[config.mk]
export PLATFORM = sky130hd
export DESIGN_NAME = ppu_fb_writer
export DESIGN_NICKNAME = d
export VERILOG_FILES = /design/src/rtl/gb_video_pkg.sv /design/src/rtl/pix_packer.sv /design/src/rtl/ppu_fb_writer.sv
export SDC_FILE = /design/constraint.sdc
export NUM_CORES = 1
export LEC_CHECK = 0
export CAP_MARGIN = 20
export CORE_ASPECT_RATIO = 1.5
export CORE_MARGIN = 2
export CORE_UTILIZATION = 40
export DETAILED_ROUTE_END_ITERATION = 16
export PLACE_DENSITY_LB_ADDON = 0.2
export SLEW_MARGIN = 40
export SYNTH_ARGS = -nofsm -noshare
export SYNTH_HDL_FRONTEND = slang
export SYNTH_HIERARCHICAL = 1
export SYNTH_SLANG_ARGS = --single-unit
[constraint.sdc]
create_clock -name clk -period 2.2 [get_ports clk]
set_input_delay 0.44 -clock clk [delete_from_list [all_inputs] [get_ports clk]]
set_output_delay 0.44 -clock clk [all_outputs]
set_load 0.005 [all_outputs]
[src/rtl/gb_video_pkg.sv]
// Shared DMG video definitions: LCD geometry, pixel shade type and the
// framebuffer writer state encoding.
package gb_video_pkg;
  localparam int LCD_W        = 160;
  localparam int LCD_H        = 144;
  localparam int PIX_PER_BYTE = 4;

  typedef logic [1:0] gb_color_t;

  typedef enum logic [1:0] {WAIT_VS, ACTIVE, DONE} fbw_state_t;
endpackage

[src/rtl/pix_packer.sv]
// Packs 2-bit pixels four to a byte (pixel 0 in the LSBs). Emits a byte when
// the fourth slot fills or when a line end flushes a partial byte; a frame
// restart throws away whatever is pending.
module pix_packer
  import gb_video_pkg::*;
(
  input  logic      clk,
  input  logic      rst_n,
  input  logic      i_push,
  input  gb_color_t i_color,
  input  logic      i_flush,
  input  logic      i_discard,
  output logic [7:0] o_byte,
  output logic      o_valid
);
  logic [1:0] r_slot;
  logic [7:0] r_pack;
  logic [7:0] w_merged;
  logic       w_full;

  // Merge the incoming pixel so a full or flushed byte can leave this cycle
  always_comb begin
    w_merged = r_pack;
    if (i_push) w_merged[2*r_slot +: 2] = i_color;
    w_full  = i_push && (r_slot == 2'd3);
    // A flush only writes when at least one slot holds a pixel of this line;
    // a pixel landing in slot 3 alongside the flush is covered by w_full
    o_valid = !i_discard && (w_full || (i_flush && (i_push || (r_slot != 2'd0))));
    o_byte  = w_merged;
  end

  // Slot counter and pack register; any emit, line end or discard restarts
  always_ff @(posedge clk or negedge rst_n) begin
    if (!rst_n) begin
      r_slot <= 2'd0;
      r_pack <= 8'd0;
    end else if (i_discard || i_flush || o_valid) begin
      r_slot <= 2'd0;
      r_pack <= 8'd0;
    end else if (i_push) begin
      r_slot <= r_slot + 2'd1;
      r_pack <= w_merged;
    end
  end
endmodule

[src/rtl/ppu_fb_writer.sv]
// PPU pixel stream to framebuffer byte writer. Tracks x/y, aligns frames on
// vsync rise, packs pixels via pix_packer and drives registered write strobes.
// Optional debug counters are built when PPU_FB_WRITER_STATS_EN is defined.
module ppu_fb_writer
  import gb_video_pkg::*;
#(
  parameter int WIDTH  = LCD_W,
  parameter int HEIGHT = LCD_H,
  parameter int ADDR_W = 13
) (
  input  logic              clk,
  input  logic              rst_n,
  input  logic              ppu_vs,
  input  logic              ppu_hs,
  input  logic              ppu_de,
  input  gb_color_t         ppu_color,
  output logic              fb_we,
  output logic [ADDR_W-1:0] fb_waddr,
  output logic [7:0]        fb_wdata,
  output logic              frame_done,
  output logic              overflow
`ifdef PPU_FB_WRITER_STATS_EN
  ,
  output logic [15:0]       dbg_frames,
  output logic [7:0]        dbg_short_lines
`endif
);
  localparam int XW = $clog2(WIDTH + 1);
  localparam int YW = $clog2(HEIGHT + 1);
  localparam logic [XW-1:0]     X_END     = XW'(WIDTH);
  localparam logic [YW-1:0]     Y_LAST    = YW'(HEIGHT - 1);
  localparam logic [ADDR_W-1:0] ROW_BYTES = ADDR_W'(WIDTH / PIX_PER_BYTE);

  fbw_state_t          r_state, w_next_state;
  logic                r_vs_prev, r_hs_prev;
  logic [XW-1:0]       r_x;
  logic [YW-1:0]       r_y;
  logic [ADDR_W-1:0]   r_line_base;
  logic                w_vs_rise, w_hs_rise;
  logic                w_push, w_eol, w_frame_end, w_ovf_set;
  logic [7:0]          w_pk_byte;
  logic                w_pk_valid;

  assign w_vs_rise = ppu_vs & ~r_vs_prev;
  assign w_hs_rise = ppu_hs & ~r_hs_prev;

  // Edge-detect history for vsync/hsync
  always_ff @(posedge clk or negedge rst_n) begin
    if (!rst_n) begin
      r_vs_prev <= 1'b0;
      r_hs_prev <= 1'b0;
    end else begin
      r_vs_prev <= ppu_vs;
      r_hs_prev <= ppu_hs;
    end
  end

  // FSM state register
  always_ff @(posedge clk or negedge rst_n) begin
    if (!rst_n) r_state <= WAIT_VS;
    else        r_state <= w_next_state;
  end

  // FSM next state: vsync rise restarts a frame from any state
  always_comb begin
    w_next_state = r_state;
    if (w_vs_rise)
      w_next_state = ACTIVE;
    else if ((r_state == ACTIVE) && w_hs_rise && (r_y == Y_LAST))
      w_next_state = DONE;
  end

  // FSM outputs: vsync beats every same-cycle pixel or line event
  always_comb begin
    w_push      = (r_state == ACTIVE) && ppu_de && !w_vs_rise && (r_x < X_END);
    w_eol       = (r_state == ACTIVE) && w_hs_rise && !w_vs_rise;
    w_frame_end = w_eol && (r_y == Y_LAST);
    w_ovf_set   = ppu_de && !w_vs_rise &&
                  (((r_state == ACTIVE) && (r_x == X_END)) || (r_state == DONE));
  end

  // Position counters; line_base steps by a row of bytes to avoid a multiply
  always_ff @(posedge clk or negedge rst_n) begin
    if (!rst_n) begin
      r_x         <= '0;
      r_y         <= '0;
      r_line_base <= '0;
    end else if (w_vs_rise) begin
      r_x         <= '0;
      r_y         <= '0;
      r_line_base <= '0;
    end else if (w_eol) begin
      r_x         <= '0;
      r_y         <= r_y + 1'b1;
      r_line_base <= r_line_base + ROW_BYTES;
    end else if (w_push) begin
      r_x <= r_x + 1'b1;
    end
  end

  pix_packer u_packer (
    .clk       (clk),
    .rst_n     (rst_n),
    .i_push    (w_push),
    .i_color   (ppu_color),
    .i_flush   (w_eol),
    .i_discard (w_vs_rise),
    .o_byte    (w_pk_byte),
    .o_valid   (w_pk_valid)
  );

  // Registered write port and status; x/4 is the byte being filled or flushed
  always_ff @(posedge clk or negedge rst_n) begin
    if (!rst_n) begin
      fb_we      <= 1'b0;
      fb_waddr   <= '0;
      fb_wdata   <= 8'd0;
      frame_done <= 1'b0;
      overflow   <= 1'b0;
    end else begin
      fb_we      <= w_pk_valid;
      frame_done <= w_frame_end;
      if (w_pk_valid) begin
        fb_waddr <= r_line_base + ADDR_W'(r_x >> 2);
        fb_wdata <= w_pk_byte;
      end
      if (w_vs_rise)      overflow <= 1'b0;
      else if (w_ovf_set) overflow <= 1'b1;
    end
  end

`ifdef PPU_FB_WRITER_STATS_EN
  logic [XW-1:0] w_x_after;
  assign w_x_after = r_x + XW'(w_push);

  // Debug counters survive vsync; only reset clears them
  always_ff @(posedge clk or negedge rst_n) begin
    if (!rst_n) begin
      dbg_frames      <= 16'd0;
      dbg_short_lines <= 8'd0;
    end else begin
      if (w_frame_end) dbg_frames <= dbg_frames + 16'd1;
      if (w_eol && (w_x_after != '0) && (w_x_after < X_END) && (dbg_short_lines != 8'hFF))
        dbg_short_lines <= dbg_short_lines + 8'd1;
    end
  end
`endif
endmodule
==> results of run 1 <==
==> layout make-up <==
| cell class | count | share of cell area |
|---|---|---|
| clock inverter | 2 | 0.00877 |
| timing repair buffer | 51 | 0.120 |
| clock buffer | 14 | 0.0711 |
| tap | 102 | 0.0320 |
| multi-input combinational | 212 | 0.357 |
| inverter | 11 | 0.0107 |
| sequential | 64 | 0.401 |
==> synthesized netlist by cell type, types with 3 or more instances <==
cell | number | area (um^2)
dfrtp_1 | 64 | 1600
xor2_1 | 8 | 70.1
mux2_2 | 14 | 158
buf_2 | 3 | 15.0
nand3_1 | 5 | 25.0
nor3_1 | 5 | 25.0
nor2_1 | 39 | 146
nor2b_1 | 5 | 31.3
ha_1 | 12 | 150
mux2i_1 | 3 | 30.0
a21oi_1 | 24 | 120
inv_1 | 9 | 33.8
and3_1 | 8 | 50.1
nand2_1 | 22 | 82.6
xnor2_1 | 18 | 158
clkbuf_1 | 4 | 15.0
or3_1 | 4 | 25.0
o21ai_0 | 5 | 25.0
nand4_1 | 10 | 62.6
==> path summary, 6_finish.rpt <==
path,from,to,depth (start not counted)
max,ppu_hs,fb_waddr[1],7
min,rst_n,r_x[3],1
max reg2reg,r_state[1],fb_waddr[1],6
min reg2reg,fb_wdata[7],fb_wdata[7],1
max in group asynchronous,rst_n,r_line_base[3],2
min in group clk,fb_wdata[7],fb_wdata[7],1
==> cell families after synthesis <==
| logic type | count (synthesis) | share of synthesized area |
|---|---|---|
| muxes | 17 | 0.0603 |
| DFF | 64 | 0.515 |
| xor gates and xnor gates | 26 | 0.0732 |
| and+or+nand+nor | 113 | 0.187 |
| buffers and inverters | 22 | 0.0302 |
| AOI/OAI and AO/OA | 44 | 0.0865 |
| adders and majority gates | 12 | 0.0483 |
==> sequential cells by signal, summed over array words and instances (netlist names) <==
name	flops
fb_waddr	13
fb_wdata	8
fb_we	1
frame_done	1
overflow	1
r_hs_prev	1
r_line_base	10
r_state	2
r_vs_prev	1
r_x	8
r_y	8
u_packer/r_pack	8
u_packer/r_slot	2
==> metal layers <==
layer	wire (um)	GRT usage	part of all wire	vias to the layer above
li1	-	-	-	1140
met1	2730	0.187	0.44	1121
met2	3170	0.268	0.51	29
met3	156	0.0389	0.025	12
met4	142	0.0715	0.023	0
met5	0	0	0	-
==> stage by stage <==
step	utilization	setup slack, ns	hold slack [ns]	std cells
6_report	0.528	0.235	0.125	456
5_1_grt	0.528	0.114	0.151	456
4_1_cts	0.528	0.256	0.138	456
3_5_place_dp	0.486	-0.0871	0.483	440
3_3_place_gp	0.486	-0.0694	0.478	440
2_1_floorplan	-	0.00238	0.144	298
==> where the power goes <==
group	internal (uW)	total [uW]	switching, uW
Sequential	1330	1440	111
Combinational	380	694	314
Clock	997	1460	460
Total	2700	3590	885
==> impl_metrics.py, run 1 <==
metrics = {
    "run_status": {
        "status": "finished clean",
    },
    "routing": {
        "drt_drc_violations_left": 0,
        "via_count": 2302,
        "drtAntennaViolNets": 0,
        "vias_per_cell": 5.05,
        "routed_wl_um": 6200,
        "initialDrtViolationCount": 87,
        "routedWlPerCell_um": 13.6,
        "drtPass1Iterations": 4,
    },
    "layout": {
        "layout_commonest_cell": "dfrtp_1",
        "final_cell_mix": "64 x dfrtp_1, 39 x nor2_1, 29 x clkdlybuf4s50_1",
        "drive_gt1_frac": 0.161,
        "layout.nets": 368,
        "seq_area_mm2": 0.00160,
        "final_area_mm2": 0.00399,
        "antennaDiodeCount": 0,
        "area_growth_pct": 28.4,
        "multi_input_area_mm2": 0.00143,
        "nFillCells": 653,
    },
    "floorplanning": {
        "io_pins": 31,
        "core_area_mm2": 0.00756,
        "start_util": 0.411,
        "die_area_mm2": 0.00851,
        "die_h_um": 112,
        "die_w_um": 76,
        "rows": 39,
    },
    "setup_path": {
        "endpoint_kind": "flop",
        "start_kind": "input pin",
        "path_buf_inv": 2,
        "reg2reg_setup_slack_ns": 0.36,
        "cp.arrival_ns": 2.17,
        "max_stage_delay_ns": 0.50,
        "cpLargestDelayFamily": "buffers and inverters",
        "cp_data_required_time_ns": 2.40,
        "slowest_stage": "clkdlybuf4s50_1",
        "path_class": "in2reg",
        "path_max_fanout": 11,
        "path_cells": "clkdlybuf4s50_1 -> nand4bb_1 -> nor2_1 -> o21ai_0 -> a21oi_2 -> buf_4 -> mux2_2",
    },
    "synth": {
        "syn-cell-area_mm2": 0.00311,
        "synth_cell_types": 46,
        "synth_cells": 298,
        "synth_ff_type": "dfrtp_1",
        "async_reset_ff_frac": 1.00,
        "yosys_warnings": 6,
        "syn-num-nets": 317,
        "syn_avg_cell_area_um2": 10.4,
        "synth_seq_cells": 64,
        "synth-edff-count": 0,
        "ys_seq_area_frac": 0.515,
    },
    "placement": {
        "placement.io_buffers": 30,
        "gp_congestion": 0.868,
        "post-dp-hpwl_um": 4450,
        "place_area_mm2": 0.00367,
    },
    "clock_network": {
        "root_buffer": "clkbuf_16",
        "cts_resized": 0,
        "cts_tree": "yes",
        "clk_path_buf_depth": 2,
        "insertion_delay_ns": 0.32,
        "cts_setup_buffers": 0,
        "cts_max_level": 3,
        "cts_sinks": 64,
        "ctsHoldBuffers": 0,
        "clk_pin_slew_ns": 0.05,
        "numCtsBuffers": 9,
    },
    "grt": {
        "first_global_vias": 2223,
        "grt_max_degree": 27,
        "grt_overflow": 0,
        "grt_util_all_layers": 0.157,
        "antenna_found_initial": 0,
        "grt_pass1_wl_um": 10700,
    },
    "run": {
        "drv_cap": 0,
    },
    "timing": {
        "finalSetupViolCount": 0,
        "final.period_utilization": 0.893,
        "fin_crit_ns": 1.96,
        "timing.final.hold_violations": 0,
        "setup_tns_ns": 0,
        "slew_viol_final": 0,
        "worstMarginPinSlew_ns": 0.595,
        "maxClockFrequency_mhz": 509,
        "finalClockSkew_ns": 0.00406,
        "relSlewSlack": 0.603,
        "rsz0062_at_grt": "no",
    },
    "power": {
        "ir_drop_mv": 0.503,
        "powerDensity_mw_per_mm2": 898,
        "power_uw": 3590,
        "p_leak_uw": 0.00185,
    },
    "min_path": {
        "hp-class": "in2async",
    },
}
Note: power is estimated with default switching activity, not from simulation.
==> run 2: changes to the inputs <==
- RECOVER_POWER: not set -> 25
==> run 2 against run 1 <==
Compared with the run above: worst hold slack better by 0.25 ns; clock-buffer cell count unchanged; wire length is essentially flat; combinational power down 1%; sequential power about the same; maximum frequency hardly changed; non-clock buffer count did not move; design area decreased by 0.78%; critical endpoint unchanged.
==> impl_metrics.py, run 2 (synthesis gave the netlist of run 1 again) <==
metrics = {
    "clock_network": {
        "cts_setup_buffers": 0,
        "clk_pin_slew_ns": 0.05,
        "numCtsBuffers": 9,
        "ctsHoldBuffers": 0,
        "cts_max_level": 3,
        "cts_tree": "yes",
        "insertion_delay_ns": 0.32,
        "cts_resized": 0,
        "cts_sinks": 64,
        "root_buffer": "clkbuf_16",
        "clk_path_buf_depth": 2,
    },
    "floorplanning": {
        "rows": 39,
        "start_util": 0.411,
        "die_area_mm2": 0.00851,
        "core_area_mm2": 0.00756,
        "io_pins": 31,
        "die_w_um": 76,
        "die_h_um": 112,
    },
    "setup_path": {
        "start_kind": "input pin",
        "endpoint_kind": "flop",
        "reg2reg_depth": 6,
        "cp.arrival_ns": 2.17,
        "slowest_stage": "clkdlybuf4s50_1",
        "max_stage_delay_ns": 0.50,
        "cp_num_cells": 7,
        "path_class": "in2reg",
        "path_cells": "clkdlybuf4s50_1 -> nand4bb_1 -> nor2_1 -> o21ai_0 -> a21oi_2 -> buf_4 -> mux2_2",
        "path_buf_inv": 2,
        "crit_path_end": "fb_waddr[1]",
        "cp-startpoint": "ppu_hs",
        "path_max_fanout": 11,
        "cp_data_required_time_ns": 2.40,
        "r2r-start": "r_state[1]",
        "cpLargestDelayFamily": "buffers and inverters",
        "reg2reg_setup_slack_ns": 0.36,
        "rr_endpoint": "fb_waddr[1]",
    },
    "placement": {
        "dp.cells": 440,
        "gp_congestion": 0.868,
        "place_area_mm2": 0.00367,
        "post-dp-hpwl_um": 4450,
        "placement.io_buffers": 30,
        "pre_cts_ws_ns": -0.0871,
    },
    "layout": {
        "nFillCells": 658,
        "area_growth_pct": 27.4,
        "layout.nets": 368,
        "antennaDiodeCount": 0,
        "fin_cells": 456,
        "final_area_mm2": 0.00396,
        "layout_commonest_cell": "dfrtp_1",
        "drive_gt1_frac": 0.158,
        "largest_register": "fb_waddr",
        "largestRegisters": "fb_waddr: 13 flops, r_line_base: 10 flops",
        "largest_reg_flops": 13,
        "final_cell_mix": "64 x dfrtp_1, 39 x nor2_1, 29 x clkdlybuf4s50_1",
    },
    "run": {
        "drv_cap": 0,
    },
    "timing": {
        "setup_slack_ns": 0.235,
        "maxClockFrequency_mhz": 509,
        "fin_crit_ns": 1.96,
        "relSlewSlack": 0.163,
        "worstMarginPinSlew_ns": 1.26,
        "slew_viol_final": 0,
        "rsz0062_at_grt": "no",
        "timing.final.hold_violations": 0,
        "finalSetupViolCount": 0,
        "finalClockSkew_ns": 0.00434,
        "final.period_utilization": 0.893,
    },
    "routing": {
        "top_layer_used": "met4",
        "routed_wl_um": 6190,
        "initialDrtViolationCount": 76,
        "drtPass1Iterations": 4,
        "routedWlPerCell_um": 13.6,
        "drt_drc_violations_left": 0,
        "route.met3.wl_um": 160,
        "drtAntennaViolNets": 0,
        "via_count": 2300,
        "wl_met1_um": 2720,
        "wl_met2_um": 3160,
        "vias_per_cell": 5.04,
    },
    "grt": {
        "grt_pass1_wl_um": 10700,
        "first_global_vias": 2223,
        "grt_util_all_layers": 0.157,
        "grt_max_degree": 27,
        "antenna_found_initial": 0,
        "grt_overflow": 0,
    },
    "min_path": {
        "hp-class": "in2async",
    },
    "power": {
        "p_leak_uw": 0.00184,
        "ir_drop_mv": 0.504,
        "powerDensity_mw_per_mm2": 904,
    },
    "run_status": {
        "status": "finished clean",
    },
}
run 2: cell count changes in the layout (fill, tap and decap cells not counted):
cell      change
clkbuf_1      +1
buf_12        -2
buf_2         -1
clkbuf_2      +2
run 2: where the power goes:
part / internal (uW) / switching [uW]
Clock: 998 / 462
Sequential: 1330 / 111
Combinational: 373 / 313
run 2: layer usage:
metal,global-route usage,up-vias
li1,-,1140
met1,0.187,1117
met2,0.268,31
met3,0.0389,12
met4,0.0715,0
met5,0,-
run 2: worst min path at each step:
stage / endpoint / slack (ns)
3_3_place_gp: r_x[3] / 0.48
5_1_grt: r_hs_prev / 0.47
3_5_place_dp: fb_waddr[1] / 0.48
4_1_cts: fb_waddr[1] / 0.14
6_report: r_x[3] / 0.38
2_1_floorplan: fb_waddr[0] / 0.14
run 2: worst reg2reg max path, stage by stage, from the launching register on:
cell	delay, ns
dfrtp_1	0.41
nand4bb_1	0.22
nor2_1	0.25
o21ai_0	0.14
a21oi_2	0.15
buf_4	0.20
mux2_2	0.35
run 2: layout make-up:
type	instances	area [um^2]	area share
inverter	11	42.5	0.0107
tap	102	128	0.0322
clock buffer	14	284	0.0717
clock inverter	2	35.0	0.00884
sequential	64	1600	0.404
timing repair buffer	51	447	0.113
multi-input combinational	212	1430	0.360
run 2: stage by stage:
| step | util | setup TNS [ns] | power, uW | hold slack [ns] |
|---|---|---|---|---|
| 6_report | 0.524 | 0 | 3580 | 0.376 |
| 5_1_grt | 0.524 | 0 | 3770 | 0.467 |
| 4_1_cts | 0.528 | 0 | 3640 | 0.138 |
| 3_5_place_dp | 0.486 | -1.24 | 2160 | 0.483 |
| 3_3_place_gp | 0.486 | -1.01 | 2140 | 0.478 |
| 2_1_floorplan | - | 0 | 1790 | 0.144 |
==> run 3: changes to the inputs <==
==> constraint.sdc (replaced) <==
create_clock -name clk -period 2.2 [get_ports clk]
set_input_delay 0.66 -clock clk [delete_from_list [all_inputs] [get_ports clk]]
set_output_delay 0.66 -clock clk [all_outputs]
set_load 0.005 [all_outputs]
==> run 3 against run 2 <==
Compared with the run above: non-clock buffer count grew 11; maximum frequency shrank 9.0%; wire length rose by 5.1%; die area is the same; utilization increased by 1.5 points; clock-buffer cell count fell by 1; highest routed layer unchanged.
==> impl_metrics.py, run 3 (synthesis gave the netlist of run 1 again) <==
metrics = {
    "clock_network": {
        "clk_pin_slew_ns": 0.05,
        "cts_sinks": 64,
        "insertion_delay_ns": 0.33,
        "numCtsBuffers": 9,
        "cts_tree": "yes",
        "cts_max_level": 3,
        "root_buffer": "clkbuf_16",
        "clk_path_buf_depth": 2,
    },
    "layout": {
        "final_area_mm2": 0.00407,
        "layout_commonest_cell": "dfrtp_1",
        "largest_reg_flops": 13,
        "multi_input_area_mm2": 0.00145,
        "final_util": 0.539,
        "antennaDiodeCount": 0,
        "layout.nets": 379,
        "drive_gt1_frac": 0.187,
        "largest_register": "fb_waddr",
        "nFillCells": 685,
        "final_cell_mix": "64 x dfrtp_1, 38 x nor2_1, 28 x clkdlybuf4s50_1",
        "largestRegisters": "fb_waddr: 13 flops, r_line_base: 10 flops",
        "area_growth_pct": 31.0,
        "seq_area_mm2": 0.00160,
    },
    "power": {
        "powerDensity_mw_per_mm2": 840,
        "p_leak_uw": 0.00189,
        "ir_drop_mv": 0.548,
        "power_uw": 3420,
    },
    "setup_path": {
        "path_class": "in2reg",
        "cp-startpoint": "ppu_de",
        "reg2reg_depth": 8,
        "crit_path_end": "fb_waddr[5]",
        "start_kind": "input pin",
        "rr_endpoint": "fb_waddr[5]",
        "reg2reg_setup_slack_ns": 0.27,
        "r2r-start": "r_x[5]",
        "cp.arrival_ns": 2.37,
        "endpoint_kind": "flop",
        "cp_data_required_time_ns": 2.41,
        "path_max_fanout": 5,
    },
    "run_status": {
        "status": "finished clean",
    },
    "run": {
        "drv_cap": 0,
    },
    "routing": {
        "drtPass1Iterations": 4,
        "drtAntennaViolNets": 0,
        "routed_wl_um": 6510,
        "vias_per_cell": 5.03,
        "via_count": 2337,
        "routedWlPerCell_um": 14.0,
        "initialDrtViolationCount": 96,
        "drt_drc_violations_left": 0,
    },
    "floorplanning": {
        "rows": 39,
        "die_h_um": 112,
        "die_area_mm2": 0.00851,
        "core_area_mm2": 0.00756,
        "io_pins": 31,
        "die_w_um": 76,
        "start_util": 0.411,
    },
    "timing": {
        "final.period_utilization": 0.981,
        "worstMarginPinSlew_ns": 1.24,
        "setup_tns_ns": 0,
        "fin_crit_ns": 2.16,
        "timing.final.hold_violations": 0,
        "setup_slack_ns": 0.0421,
        "maxClockFrequency_mhz": 463,
        "finalClockSkew_ns": 0.00559,
        "relSlewSlack": 0.171,
        "slew_viol_final": 0,
        "finalSetupViolCount": 0,
    },
    "placement": {
        "gp_congestion": 0.815,
        "placement.io_buffers": 30,
        "pre_cts_ws_ns": -0.334,
        "post-dp-hpwl_um": 4650,
        "place_area_mm2": 0.00373,
    },
    "grt": {
        "grt_pass1_wl_um": 11300,
        "first_global_vias": 2464,
        "grt_max_degree": 27,
        "grt_overflow": 0,
        "grt_util_all_layers": 0.167,
        "antenna_found_initial": 0,
    },
    "min_path": {
        "hp-class": "reg2reg",
        "worstHoldStart": "fb_waddr[12]",
    },
}
run 3: cell types whose count changed in the layout (fill, tap and decap cells not counted), sizes merged:
cell           delta
clkdlybuf4s25     +1
bufinv            -1
clkbuf            -1
clkdlybuf4s50     -1
buf              +11
run 3: metrics by stage:
step | hold slack (ns) | std cells
6_report | 0.499 | 465
5_1_grt | 0.522 | 465
4_1_cts | 0.331 | 459
3_5_place_dp | 0.496 | 445
3_3_place_gp | 0.492 | 445
2_1_floorplan | 0.364 | 298
run 3: critical path, stage by stage:
cell and delay, ns:
clkdlybuf4s50_1 0.48, and3b_2 0.22, nand3_4 0.08, inv_2 0.08, o21ai_1 0.07, a21oi_2 0.16, buf_4 0.15, clkbuf_16 0.14
mux2_2 0.33
run 3: worst min-delay path by stage:
stage                    endpoint  cells after the start
6_report             fb_waddr[12]                      1
2_1_floorplan         fb_waddr[0]                      0
3_5_place_dp   u_packer/r_pack[6]                      1
3_3_place_gp          fb_wdata[7]                      1
4_1_cts                     fb_we                      1
5_1_grt               fb_wdata[6]                      1
run 3: routing by layer:
| metal | GRT usage | part of all wire | vias to the layer above |
|---|---|---|---|
| met2 | 0.289 | 0.53 | 41 |
| met5 | 0 | 0 | - |
| met3 | 0.0413 | 0.028 | 16 |
| li1 | - | - | 1155 |
| met1 | 0.191 | 0.41 | 1125 |
| met4 | 0.0897 | 0.031 | 0 |
run 3: final cells by class:
| class | count | area share |
|---|---|---|
| clock buffer | 13 | 0.0614 |
| timing repair buffer | 62 | 0.145 |
| sequential | 64 | 0.393 |
| inverter | 11 | 0.0114 |
| multi-input combinational | 212 | 0.357 |
| tap | 102 | 0.0313 |
| clock inverter | 1 | 0.00123 |
run 3: what timing repair did:
item                                   4_1_cts  5_1_grt
gates resized for setup                      1        9
setup endpoints to repair                    2       25
endpoints found under the hold margin        0        0
buffers inserted                             0        4
pin swaps                                    1        4
gates cloned                                 0        2
hold buffers                                 0        0
run 3: power breakdown:
group          total (uW)  internal (uW)  switching (uW)
sequential           1440           1330             114
clock                1230            777             455
combinational         749            414             335
